--- config.mk ---
export PLATFORM = sky130hd
export DESIGN_NAME = fifo_wr_arbiter
export DESIGN_NICKNAME = d
export VERILOG_FILES = /design/src/rtl/fifo_wr_arbiter.sv
export SDC_FILE = /design/constraint.sdc
export NUM_CORES = 1
export LEC_CHECK = 0
export CORE_MARGIN = 2
export CORE_UTILIZATION = 39
export CTS_CLUSTER_DIAMETER = 60
export DETAILED_ROUTE_END_ITERATION = 10
export PLACE_DENSITY_LB_ADDON = 0.3
export SYNTH_ARGS = -nofsm -noshare
export SYNTH_HDL_FRONTEND = slang
export SYNTH_SLANG_ARGS = --single-unit
--- constraint.sdc ---
create_clock -name clk -period 4.6 [get_ports clk]
set_clock_uncertainty 0.05 [all_clocks]
set_input_delay 0.46 -clock clk [delete_from_list [all_inputs] [get_ports clk]]
set_output_delay 0.46 -clock clk [all_outputs]
set_load 0.005 [all_outputs]
--- src/rtl/fifo_wr_arbiter.sv ---
// Round-robin write arbiter sharing one FIFO write port among N producers.
// Grants one producer at a time for a burst of up to BURST pushes, stalling on fifo_full.
module fifo_wr_arbiter #(
  parameter int N     = 4,
  parameter int DW    = 8,
  parameter int BURST = 4,
  localparam int IW   = $clog2(N)
) (
  input  logic            clk,
  input  logic            rst,
  input  logic [N-1:0]    req,
  input  logic [N*DW-1:0] data,
  input  logic            fifo_full,
  output logic [N-1:0]    gnt,
  output logic            wr_en,
  output logic [DW-1:0]   wr_data,
  output logic [IW-1:0]   owner,
  output logic            busy
);

  localparam int          CW = $clog2(BURST + 1);
  localparam int unsigned NU = N;

  typedef enum logic {S_IDLE = 1'b0, S_BUSY = 1'b1} state_t;

  state_t        r_state, w_state_nx;
  logic [IW-1:0] r_rr_ptr, w_rr_ptr_nx;
  logic [IW-1:0] r_owner, w_owner_nx;
  logic [CW-1:0] r_cnt, w_cnt_nx;
  logic [IW-1:0] w_pick, w_owner_inc;
  logic          w_found, w_push;

  // First requester at or after r_rr_ptr, wrapping modulo N.
  always_comb begin : pick
    int unsigned v_idx;
    w_pick  = '0;
    w_found = 1'b0;
    v_idx   = 0;
    for (int unsigned k = 0; k < NU; k++) begin
      v_idx = (32'(r_rr_ptr) + k) % NU;
      if (!w_found && req[v_idx]) begin
        w_found = 1'b1;
        w_pick  = IW'(v_idx);
      end
    end
  end

  assign w_owner_inc = (r_owner == IW'(N - 1)) ? '0 : r_owner + 1'b1;
  assign w_push      = (r_state == S_BUSY) && req[r_owner] && !fifo_full;

  always_comb begin
    gnt     = '0;
    wr_data = '0;
    wr_en   = w_push;
    busy    = (r_state == S_BUSY);
    owner   = r_owner;
    if (w_push) begin
      gnt[r_owner] = 1'b1;
      wr_data      = data[r_owner*DW +: DW];
    end
  end

  always_comb begin
    w_state_nx  = r_state;
    w_rr_ptr_nx = r_rr_ptr;
    w_owner_nx  = r_owner;
    w_cnt_nx    = r_cnt;
    case (r_state)
      S_IDLE: begin
        if (w_found) begin
          w_owner_nx = w_pick;
          w_cnt_nx   = '0;
          w_state_nx = S_BUSY;
        end
      end
      S_BUSY: begin
        if (!req[r_owner]) begin
          w_state_nx  = S_IDLE;
          w_rr_ptr_nx = w_owner_inc;
        end else if (w_push) begin
          if (r_cnt == CW'(BURST - 1)) begin
            w_state_nx  = S_IDLE;
            w_rr_ptr_nx = w_owner_inc;
          end else begin
            w_cnt_nx = r_cnt + 1'b1;
          end
        end
      end
      default: w_state_nx = S_IDLE;
    endcase
  end

  always_ff @(posedge clk or negedge rst) begin
    if (!rst) begin
      r_state  <= S_IDLE;
      r_rr_ptr <= '0;
      r_owner  <= '0;
      r_cnt    <= '0;
    end else begin
      r_state  <= w_state_nx;
      r_rr_ptr <= w_rr_ptr_nx;
      r_owner  <= w_owner_nx;
      r_cnt    <= w_cnt_nx;
    end
  end

endmodule

==> metrics.csv <==
stage;metric;value;unit
die;fp-row-count;17;
place;io_buffers;54;
global_routing;antenna_found_initial;0;
logic_synthesis;yosysSeqAreaShare;23.3;%
worst_setup_path;crit_fanout;14;
timing;finalSetupViolCount;0;
timing;tns;0;ps
timing;timing_hold_violations_final;0;
clocking;htreeDepth;1;
timing;rsz0062_at_grt;no;
die;io_pins;55;
layout;nets;183;
clocking;clk_pin_slew;50;ps
logic_synthesis;ys_ff_latch;8;
place;gp_congestion;0.808;
clocking;postCtsSetupBuffers;0;
worst_setup_path;crit_family;buffers and inverters;
clocking;cts_sinks;8;
clocking;cts_resized;0;
die;placeableCoreArea;0.00215;sq mm
worst_setup_path;cp_num_buf_inv;3;
layout;syn2layout_area_growth;66.7;%
logic_synthesis;ys_warn_count;0;
logic_synthesis;synth_cell_type_count;26;
worst_setup_path;cp.arrival;2330;ps
job;cap_violations;0;
worst_setup_path;regToRegSetupSlack;2750;ps
die;die_h;51.0;um
timing;worstMarginPinSlew;668;ps
clocking;cts_hold_buf;0;
timing;fin_crit;2840;ps
layout;fin_util;66.8;%
timing;fmaxAchievable;352;MHz
hold_path;hold_path.class;primary input to async pin;
worst_setup_path;setup.worst_path.end_class;primary output;
worst_setup_path;crit_top_cell;clkdlybuf4s50_1;
route;routed_via_density;5.17;
worst_setup_path;slowest_delay;520;ps
logic_synthesis;syn-mean-instance-area;10.5;sq um
route;antenna_left;0;
power_and_ir_drop;power_density;414;mW/mm^2
timing;period_share;61.8;%
global_routing;grt_pass1_vias;857;
clocking;cts_buffers;3;
logic_synthesis;synth_area;861;sq um
route;drt_pre_antenna_iters;4;
layout;num_antenna_cells;0;
global_routing;grt_max_degree;17;
logic_synthesis;syn_inst;82;
layout;drive_gt1_share;15.4;%
power_and_ir_drop;power;594;uW
place;dp_hpwl;2.07;mm
place;placed_area;0.00141;sq mm
route;drc;0;
route;wl_per_cell;15.1;um
global_routing;grt_pass1_wl;3.90;mm
global_routing;grt_overflow;0;
global_routing;track_usage;19.9;%
timing;slew_headroom;55.0;%
clocking;cts_tree;built;
clocking;root_buffer;clkbuf_4;
timing;maxSlewViolCount;0;
worst_setup_path;slowest_stage;mux4_2;
clocking;insertion_delay;250;ps
worst_setup_path;worstSetupPathType;primary input to primary output;
route;drt-initial-drc-count;5;
route;vias;848;
clocking;clk_path_buf_depth;2;
logic_synthesis;syn_nets;127;
route;wirelength;2.47;mm
die;die-area;0.00260;sq mm
worst_setup_path;cp.required;4090;ps
layout;fin_area;0.00144;sq mm
power_and_ir_drop;p_leak;0.589;nW
die;start_util;40.1;%
power_and_ir_drop;peakVddDrop;0.332;mV
status;status;complete, no violations;
worst_setup_path;startpoint_type;primary input;
worst_setup_path;crit_chain;clkdlybuf4s50_1 -> mux4_2 -> nand3b_2 -> inv_2 -> and2_1 -> clkdlybuf4s50_1;
die;die_x;51.0;um
[per-layer routing]
layer / global-route usage, % / share of wire [%] / up-vias
met5: 0 / 0 / -
met4: 7.66 / 0.57 / 0
met3: 3.51 / 10 / 2
met2: 33.5 / 50 / 42
met1: 25.3 / 39 / 394
li1: - / - / 410
[path summary, 6_finish.rpt]
check                      depth (start not counted)  startpoint       end
setup / recovery                                   6      req[2]    gnt[3]
hold / removal                                     1         rst  r_cnt[1]
setup reg to reg                                   5    owner[0]  r_cnt[0]
hold reg to reg                                    1    r_cnt[0]  r_cnt[0]
max in group asynchronous                          1         rst  r_cnt[0]
min in group clk                                   1    r_cnt[0]  r_cnt[0]
[layout by cell type (no fill, tap or decap)]
| cell | netlist | routed |
|---|---|---|
| nand2b_2 | 1 | 1 |
| buf_4 | 0 | 1 |
| ha_1 | 6 | 6 |
| clkdlybuf4s50_1 | 0 | 54 |
| o21a_1 | 1 | 1 |
| o2bb2ai_1 | 1 | 1 |
| nor2_1 | 2 | 2 |
| nand2_1 | 8 | 8 |
| a21oi_1 | 3 | 3 |
| nand2b_1 | 4 | 4 |
| mux2_2 | 3 | 3 |
| o211ai_1 | 2 | 2 |
| dfrtp_1 | 8 | 8 |
| clkbuf_4 | 0 | 3 |
| a21o_1 | 1 | 1 |
| o41ai_2 | 1 | 1 |
| mux2i_1 | 3 | 3 |
| and2_1 | 11 | 11 |
| o31ai_1 | 2 | 2 |
| nand3_1 | 1 | 1 |
| o21ai_0 | 3 | 3 |
| inv_2 | 1 | 1 |
| and2_4 | 1 | 1 |
| mux4_2 | 9 | 9 |
| inv_1 | 5 | 5 |
| nand3b_2 | 1 | 1 |
[cells by family after synthesis]
family / Yosys count / synth area share, %
AOI/OAI and AO/OA: 14 / 11.6
adders and majority gates: 6 / 8.72
buffers and inverters: 10 / 6.25
DFF: 8 / 23.3
muxes: 15 / 31.0
and+or+nand+nor: 29 / 19.2
[synth_stat cells (all sizes together)]
cell type | instances | area, sq um
a21oi | 3 | 15.0
mux2i | 3 | 30.0
o31ai | 2 | 15.0
and2 | 12 | 77.6
nand2 | 8 | 30.0
nand2b | 5 | 33.8
o41ai | 1 | 16.3
nand3b | 1 | 11.3
mux2 | 3 | 33.8
o211ai | 2 | 15.0
mux4 | 9 | 203
nand3 | 1 | 5.00
a21o | 1 | 7.51
ha | 6 | 75.1
o2bb2ai | 1 | 8.76
o21ai | 3 | 15.0
buf | 4 | 31.3
o21a | 1 | 7.51
dfrtp | 8 | 200
nor2 | 2 | 7.51
inv | 6 | 22.5
[cell type report]
cell class                 count  area (sq um)
sequential                     8           200
multi-input combinational     64           607
timing repair buffer          55           548
clock buffer                   3          22.5
tap                           28          35.0
inverter                       6          22.5
fill                         178           713
[where the power goes]
part           internal [mW]  total (mW)  switching [mW]
logic                  0.240       0.378           0.138
registers              0.101       0.164          0.0634
clock network         0.0297      0.0521          0.0224
[worst reg2reg max path: cells and delay by family (launching register included)]
family,cells,cell delay (ps)
buffers and inverters,1,110
AND/OR/NAND/NOR,2,250
multiplexers,2,770
flip-flops,1,600
[sequential cells by signal, summed over array words and instances (netlist names)]
register,flops
r_rr_ptr,2
busy,1
r_cnt,3
owner,2
[per-stage QoR]
step | instances | setup WS, ps | hold slack [ps]
after detailed placement | 161 | 1740 | 424
after global placement | 161 | 1810 | 416
after CTS | 164 | 1740 | 423
final | 164 | 1760 | 420
after global routing | 164 | 1660 | 455
after floorplan | 82 | 2620 | 114
Power figures use the tool's default switching activity.
